**src/rtl/stream_demux_1xn.sv**
```systemverilog
`default_nettype none
// ============================================================================
// Module      : stream_demux_1xn
// Description : Registered 1-to-N valid/ready stream demultiplexer with
//               packet-lock routing and saturating drop counter.
// Revision    : 1.0 - initial release
// ============================================================================
module stream_demux_1xn #(
    parameter int W  = 8,
    parameter int N  = 4,
    parameter int CW = 8,
    localparam int SW = $clog2(N)
) (
    input  logic            clk,
    input  logic            rst_n,
    input  logic [W-1:0]    in_data,
    input  logic            in_valid,
    output logic            in_ready,
    input  logic            in_last,
    input  logic [SW-1:0]   in_sel,
    output logic [N*W-1:0]  out_data,
    output logic [N-1:0]    out_valid,
    input  logic [N-1:0]    out_ready,
    output logic [N-1:0]    out_last,
    output logic [CW-1:0]   drop_cnt,
    output logic            busy
);

    localparam logic [0:0] c_st_idle = 1'b0;
    localparam logic [0:0] c_st_lock = 1'b1;

    logic [0:0]     r_state;
    logic [0:0]     w_state_next;
    logic [SW-1:0]  r_lock_sel;
    logic [SW-1:0]  w_lock_sel_next;
    logic [SW-1:0]  w_tgt;
    logic           w_tgt_ok;
    logic           w_ready;
    logic           w_accept;
    logic [N-1:0]   r_out_valid;
    logic [N*W-1:0] r_out_data;
    logic [N-1:0]   r_out_last;
    logic [CW-1:0]  r_drop_cnt;

    // in_sel only matters on the first beat; mid-packet the locked channel wins.
    assign w_tgt = (r_state == c_st_idle) ? in_sel : r_lock_sel;

    generate
        if ((1 << SW) == N) begin : g_pow2
            assign w_tgt_ok = 1'b1;
        end else begin : g_npow2
            localparam logic [SW:0] c_n_ext = (SW+1)'(N);
            assign w_tgt_ok = ({1'b0, w_tgt} < c_n_ext);
        end
    endgenerate

    // Out-of-range targets match no channel, so they are always ready and dropped.
    always_comb begin
        w_ready = 1'b1;
        for (int k = 0; k < N; k++) begin
            if (w_tgt == SW'(k)) begin
                w_ready = ~r_out_valid[k] | out_ready[k];
            end
        end
    end

    assign w_accept = in_valid & w_ready;

    always_comb begin
        w_state_next    = r_state;
        w_lock_sel_next = r_lock_sel;
        case (r_state)
            c_st_idle: begin
                if (w_accept && !in_last) begin
                    w_state_next    = c_st_lock;
                    w_lock_sel_next = in_sel;
                end
            end
            c_st_lock: begin
                if (w_accept && in_last) begin
                    w_state_next = c_st_idle;
                end
            end
            default: begin
                w_state_next = c_st_idle;
            end
        endcase
    end

    always_ff @(posedge clk or negedge rst_n) begin
        if (!rst_n) begin
            r_state    <= c_st_idle;
            r_lock_sel <= '0;
        end else begin
            r_state    <= w_state_next;
            r_lock_sel <= w_lock_sel_next;
        end
    end

    generate
        for (genvar k = 0; k < N; k++) begin : g_chan
            logic w_load;
            assign w_load = w_accept & w_tgt_ok & (w_tgt == SW'(k));

            // A load in the same cycle as a drain keeps valid high for full throughput.
            always_ff @(posedge clk or negedge rst_n) begin
                if (!rst_n) begin
                    r_out_valid[k]       <= 1'b0;
                    r_out_data[k*W +: W] <= '0;
                    r_out_last[k]        <= 1'b0;
                end else if (w_load) begin
                    r_out_valid[k]       <= 1'b1;
                    r_out_data[k*W +: W] <= in_data;
                    r_out_last[k]        <= in_last;
                end else if (out_ready[k]) begin
                    r_out_valid[k]       <= 1'b0;
                end
            end
        end
    endgenerate

    always_ff @(posedge clk or negedge rst_n) begin
        if (!rst_n) begin
            r_drop_cnt <= '0;
        end else if (w_accept && !w_tgt_ok && (r_drop_cnt != {CW{1'b1}})) begin
            r_drop_cnt <= r_drop_cnt + CW'(1);
        end
    end

    assign in_ready  = w_ready;
    assign out_data  = r_out_data;
    assign out_valid = r_out_valid;
    assign out_last  = r_out_last;
    assign drop_cnt  = r_drop_cnt;
    assign busy      = (r_state == c_st_lock);

endmodule
`default_nettype wire

```
**config.mk**
```make
export PLATFORM = sky130hd
export DESIGN_NAME = stream_demux_1xn
export DESIGN_NICKNAME = d
export VERILOG_FILES = /design/src/rtl/stream_demux_1xn.sv
export SDC_FILE = /design/constraint.sdc
export NUM_CORES = 1
export LEC_CHECK = 0
export ABC_AREA = 1
export CAP_MARGIN = 20
export CORE_MARGIN = 10
export CORE_UTILIZATION = 40
export CTS_CLUSTER_SIZE = 24
export DETAILED_ROUTE_END_ITERATION = 10
export PLACE_DENSITY = 0.76
export REMOVE_ABC_BUFFERS = 1
export SLEW_MARGIN = 20
export SYNTH_ARGS = -nofsm -noshare
export SYNTH_HDL_FRONTEND = slang
export SYNTH_SLANG_ARGS = --single-unit
```
**constraint.sdc**
```tcl
create_clock -name clk -period 1.8 [get_ports clk]
set_input_delay 0.36 -clock clk [delete_from_list [all_inputs] [get_ports clk]]
set_output_delay 0.36 -clock clk [all_outputs]
set_load 0.01 [all_outputs]
```
==> results.json, run 1 <==
{
  "period_share": 0.989,
  "antenna_found_initial": 0,
  "htreeDepth": 2,
  "grt_pass1_vias": 1459,
  "synthMuxAreaShare": 0,
  "io_pins": 68,
  "initial_utilization": 0.408,
  "n_antenna_cell": 0,
  "die_h_um": 88.9,
  "cts_root_buffer": "clkbuf_8",
  "layout_commonest_cell": "clkdlybuf4s50_1",
  "grt_overflow": 0,
  "post-route-min-period_ns": 1.78,
  "viasPerCell": 4.75,
  "hp-class": "in2async",
  "n_fill_cell": 407,
  "clk_path_buf_depth": 2,
  "firstDrtPassIters": 4,
  "path_max_fanout": 2,
  "syn_inst": 194,
  "final_cell_mix": "clkdlybuf4s50_1 (55), nand2_1 (46), dfrtp_1 (42), inv_1 (19), o21ai_1 (19)",
  "wl_per_cell_um": 16.1,
  "p_leak_uw": 0.00130,
  "clock_sinks": 43,
  "clock.fmax_mhz": 561,
  "critPathLaunchType": "input pin",
  "regArea_um2": 1080,
  "gr-usage-all-layers": 0.119,
  "ant_nets": 0,
  "drtIter0Drc": 53,
  "final-hold-violation-count": 0,
  "fp-row-count": 25,
  "required_ns": 1.44,
  "slew_viol_final": 0,
  "multi_input_area_um2": 772,
  "power_density_nw_per_um2": 1610,
  "status": "finished clean",
  "cts_tree": "done",
  "ir_drop_uv": 779,
  "synth_cell_type_count": 20,
  "core_um2": 4660,
  "fin_skew_ns": 0.00292,
  "portBuffers": 59,
  "synthesis.area_um2": 1900,
  "fin_util": 0.601,
  "drc": 0,
  "synth_top_family_by_area": "simple AND/OR/NAND/NOR gates",
  "critical_path_class": "in2out",
  "finalNetCount": 286,
  "max-slew-margin-rel": 0.541,
  "setup-violations-final": 0,
  "dieArea_um2": 7910,
  "die_x_um": 88.9,
  "synthSimpleGateAreaFrac": 0.215,
  "final.hold.worst_slack_ns": 0.0336,
  "ys_ff_latch": 43,
  "clk_pin_slew_worst_paths_ns": 0.08,
  "area_growth_pct": 47.3,
  "grt_max_degree": 23,
  "clkLatencyLatePin_ns": 0.29,
  "synth-adder-area-share": 0,
  "synth_compound_area_frac": 0.121,
  "yosys_warnings": 0,
  "numCtsBuffers": 5,
  "maxCapViolCount": 0,
  "worstPathArrival_ns": 1.42,
  "wirelength_um": 5190,
  "synth_xor_area_frac": 0,
  "vias": 1534,
  "place.gp.congestion": 0.856,
  "worst-slew-pin-transition_ns": 0.687,
  "drive_gt1_frac": 0.204,
  "post-place-cells": 310,
  "yosysSeqAreaShare": 0.566,
  "grt_pass1_wl_um": 7260,
  "hpwl_um": 3460,
  "syn_area_per_cell_um2": 9.80,
  "crit_path_end_kind": "output port",
  "rsz0062_at_grt": "yes",
  "fin_cells": 323
}
## routing by layer
layer  wire length, µm  vias to the layer above  global-route usage
li1                  -                      760                   -
met1              2320                      716               0.145
met2              2400                       50               0.188
met3               401                        8              0.0501
met4                65                        0              0.0361
met5                 0                        -                   0
## cell usage after synthesis
master | count | area [µm²]
buf_6 | 3 | 33.8
inv_1 | 19 | 71.3
o21ai_0 | 13 | 65.1
dfrtp_1 | 43 | 1080
nor2_8 | 1 | 20.0
clkbuf_1 | 1 | 3.75
nand2_1 | 48 | 180
inv_2 | 2 | 7.51
nand3_1 | 1 | 5.00
conb_1 | 1 | 3.75
o21ai_1 | 19 | 95.1
nand3_2 | 3 | 30.0
nand2_4 | 1 | 11.3
buf_2 | 1 | 5.00
nand3_4 | 4 | 70.1
nor2_1 | 8 | 30.0
nand2_2 | 5 | 31.3
nand4_1 | 5 | 31.3
buf_4 | 8 | 60.1
o21ai_2 | 8 | 70.1
## cell families (layout without fill, tap and decap cells)
kind of cell,Yosys count,count (layout)
buffers and inverters,34,99
AO/OA/AOI/OAI,40,40
flip-flops,43,43
AND/OR/NAND/NOR,76,79
other,1,8
## metrics by stage
stage	cell area [µm²]	worst slack (ns)	TNS [ns]	total power, µW
after global routing	2800	-0.0327	-0.0435	4800
after global placement	2560	-0.444	-8.28	3580
final	2800	0.0190	0	4500
after floorplan	1820	0.278	0	2460
after CTS	2710	-0.0185	-0.0185	4460
after detailed placement	2560	-0.483	-9.66	3640
## power by group
| group | total [µW] | internal (µW) | switching, µW |
|---|---|---|---|
| Clock | 772 | 449 | 323 |
| Sequential | 1650 | 1400 | 252 |
| Combinational | 2080 | 1100 | 979 |
| Total | 4500 | 2950 | 1550 |
## state kept, by name, summed over array words and instances (netlist names), named ones only
name,flops
out_valid,4
out_last,4
out_data,32
r_lock_sel,2
## worst paths after layout
kind | startpoint | cells after the start | to | slack (ns)
max | out_ready[1] | 6 | in_ready | 0.02
min | rst_n | 2 | out_data[6] | 0.03
max reg2reg | flip-flop | 8 | out_data[4] | 0.13
min reg2reg | out_data[6] | 2 | out_data[6] | 0.49
max in group asynchronous | rst_n | 2 | async pin | 1.53
min in group clk | out_data[6] | 2 | out_data[6] | 0.49
## cell type report
type / instances / share of cell area
sequential: 43 / 0.385
tap: 54 / 0.0241
clock inverter: 2 / 0.0125
clock buffer: 6 / 0.0295
multi-input combinational: 127 / 0.276
inverter: 21 / 0.0291
timing repair buffer: 70 / 0.244
## repair_timing
item / 4_1_cts / 5_1_grt
setup buffers: 1 / 1
cloned: 0 / 3
pin swaps: 5 / 3
hold buffers: 0 / 0
endpoints found under the setup margin: 8 / 31
gates resized for setup: 13 / 11
## critical path, stage by stage
cell and delay [ns]:
clkdlybuf4s50_1 0.41, nor2_1 0.25, nand3_4 0.13, nand3_4 0.12
nor2_8 0.04, buf_6 0.11
Power figures use the tool's default switching activity.
==> inputs of run 2 (changes only) <==
GPL_ROUTABILITY_DRIVEN = 0   (was unset)
==> results of run 2 <==
No change in the layout: final DEF, timing and power equal those of run 1.
==> inputs of run 3 (changes only) <==
--- a/config.mk
+++ b/config.mk
@@ -15,4 +15,5 @@
 export PLACE_DENSITY = 0.76
 export REMOVE_ABC_BUFFERS = 1
+export SETUP_SLACK_MARGIN = 0.05
 export SLEW_MARGIN = 20
 export SYNTH_ARGS = -nofsm -noshare
==> constraint.sdc (replaced) <==
create_clock -name clk -period 1.8 [get_ports clk]
set_input_delay 0.36 -clock clk [delete_from_list [all_inputs] [get_ports clk]]
set_output_delay 0.36 -clock clk [all_outputs]
set_load 0.02 [all_outputs]
==> results.json, run 3 (synthesis gave the netlist of run 1 again) <==
{
  "path_max_fanout": 2,
  "period_share": 0.983,
  "drc": 0,
  "core_um2": 4660,
  "clk_path_buf_depth": 2,
  "worstPathArrival_ns": 1.41,
  "hp-class": "in2async",
  "cts_tree": "done",
  "cp_slowest_cell": "clkdlybuf4s50_1",
  "antenna_found_initial": 0,
  "wirelength_um": 5170,
  "grt_pass1_wl_um": 7950,
  "viasPerCell": 4.87,
  "rr_worst_depth": 10,
  "worst-slew-pin-transition_ns": 0.701,
  "r2r_slack_ns": 0.08,
  "clkLatencyLatePin_ns": 0.29,
  "wl_per_cell_um": 16.0,
  "drtIter0Drc": 47,
  "portBuffers": 59,
  "post-route-min-period_ns": 1.77,
  "status": "finished clean",
  "numCtsBuffers": 5,
  "grt_max_degree": 23,
  "final-hold-violation-count": 0,
  "post-place-cells": 310,
  "slew_viol_final": 0,
  "setup-violations-final": 0,
  "cts_hold_buf": 0,
  "fin_cells": 323,
  "cp_common_cell": "nand3_4",
  "finalNetCount": 286,
  "crit_path_end_kind": "output port",
  "cp_num_buf_inv": 2,
  "p_leak_uw": 0.00132,
  "crit_chain": "clkdlybuf4s50_1 -> nor2_1 -> nand3_4 -> nand3_4 -> nor2_8 -> buf_6",
  "grt_overflow": 0,
  "tns_ns": 0,
  "io_pins": 68,
  "fin_util": 0.603,
  "max_stage_delay_ns": 0.42,
  "cts_root_buffer": "clkbuf_8",
  "final_cell_mix": "clkdlybuf4s50_1 (53), nand2_1 (44), dfrtp_1 (42), inv_1 (19), o21ai_1 (19)",
  "grt_pass1_vias": 1545,
  "die_h_um": 88.9,
  "clock_sinks": 43,
  "hpwl_um": 3450,
  "final.hold.worst_slack_ns": 0.0425,
  "dieArea_um2": 7910,
  "area_growth_pct": 47.8,
  "power_density_nw_per_um2": 1690,
  "clk_pin_slew_worst_paths_ns": 0.08,
  "maxCapViolCount": 0,
  "power_uw": 4760,
  "firstDrtPassIters": 4,
  "fp-row-count": 25,
  "max-slew-margin-rel": 0.532,
  "ir_drop_uv": 790,
  "layout_commonest_cell": "clkdlybuf4s50_1",
  "initial_utilization": 0.408,
  "fin_skew_ns": 0.00425,
  "required_ns": 1.44,
  "n_antenna_cell": 0,
  "ant_nets": 0,
  "gr-usage-all-layers": 0.131,
  "r2r_end": "out_data[4]",
  "largest_reg_flops": 32,
  "die_x_um": 88.9,
  "clock.fmax_mhz": 565,
  "drive_gt1_frac": 0.216,
  "critPathLaunchType": "input pin",
  "path_delay_family": "buffers and inverters",
  "htreeDepth": 2,
  "rsz0062_at_grt": "yes",
  "vias": 1573,
  "critical_path_class": "in2out"
}
## run 3: changes by cell type in the layout (fill, tap and decap cells not counted), sizes merged
cell	before	now
clkbuf	6	7
clkinvlp	0	1
dlygate4sd2	2	3
clkinv	1	0
bufinv	1	0
dlymetal6s2s	0	1
clkdlybuf4s50	55	53
## run 3: worst max path at each step
stage	cells past startpoint	from	slack, ns	end
after global placement	8	in_sel[1]	-0.51	in_ready
after detailed placement	8	in_sel[0]	-0.55	in_ready
after global routing	7	flip-flop	-0.03	in_ready
after floorplan	9	flip-flop	0.16	out_data[2]
final	6	out_ready[1]	0.03	in_ready
after CTS	7	flip-flop	0.003	in_ready
## run 3: layout make-up
cell class                 instances  area [µm²]
clock buffer                       7        96.3
clock inverter                     1        7.51
fill                             401        1850
inverter                          21        81.3
multi-input combinational        127         795
sequential                        43        1080
tap                               54        67.6
timing repair buffer              70         684
## run 3: power breakdown
part / total, µW / internal, µW / leakage [µW] / switching, µW
Sequential: 1670 / 1400 / 0.000535 / 264
Clock: 670 / 349 / 0.0000505 / 321
Combinational: 2420 / 1100 / 0.000732 / 1320
Total: 4760 / 2850 / 0.00132 / 1900
## run 3: what timing repair did
| action | CTS | global route |
|---|---|---|
| pin swaps | 5 | 3 |
| cloned | 3 | 0 |
| hold endpoints to repair | 0 | 0 |
| endpoints found under the setup margin | 29 | 36 |
| gates resized for setup | 24 | 9 |
| buffers inserted | 2 | 0 |
## run 3: worst register-to-register path, delay by kind of cell (launching register included)
kind                   cells  cell delay, ns
and+or+nand+nor            7            0.73
DFF                        1            0.46
buffers and inverters      2            0.36
AOI/OAI and AO/OA          1            0.06
## run 3: stage by stage
| stage | area [µm²] | setup slack [ns] |
|---|---|---|
| 2_1_floorplan | 1820 | 0.157 |
| 3_3_place_gp | 2560 | -0.511 |
| 3_5_place_dp | 2560 | -0.550 |
| 4_1_cts | 2780 | 0.00251 |
| 5_1_grt | 2810 | -0.0267 |
| 6_report | 2810 | 0.0313 |
## run 3: routing by layer
| layer | GRT usage | share of wire |
|---|---|---|
| met1 | 0.159 | 0.42 |
| met2 | 0.214 | 0.48 |
| met3 | 0.0438 | 0.088 |
| met4 | 0.0434 | 0.012 |
| met5 | 0 | 0 |
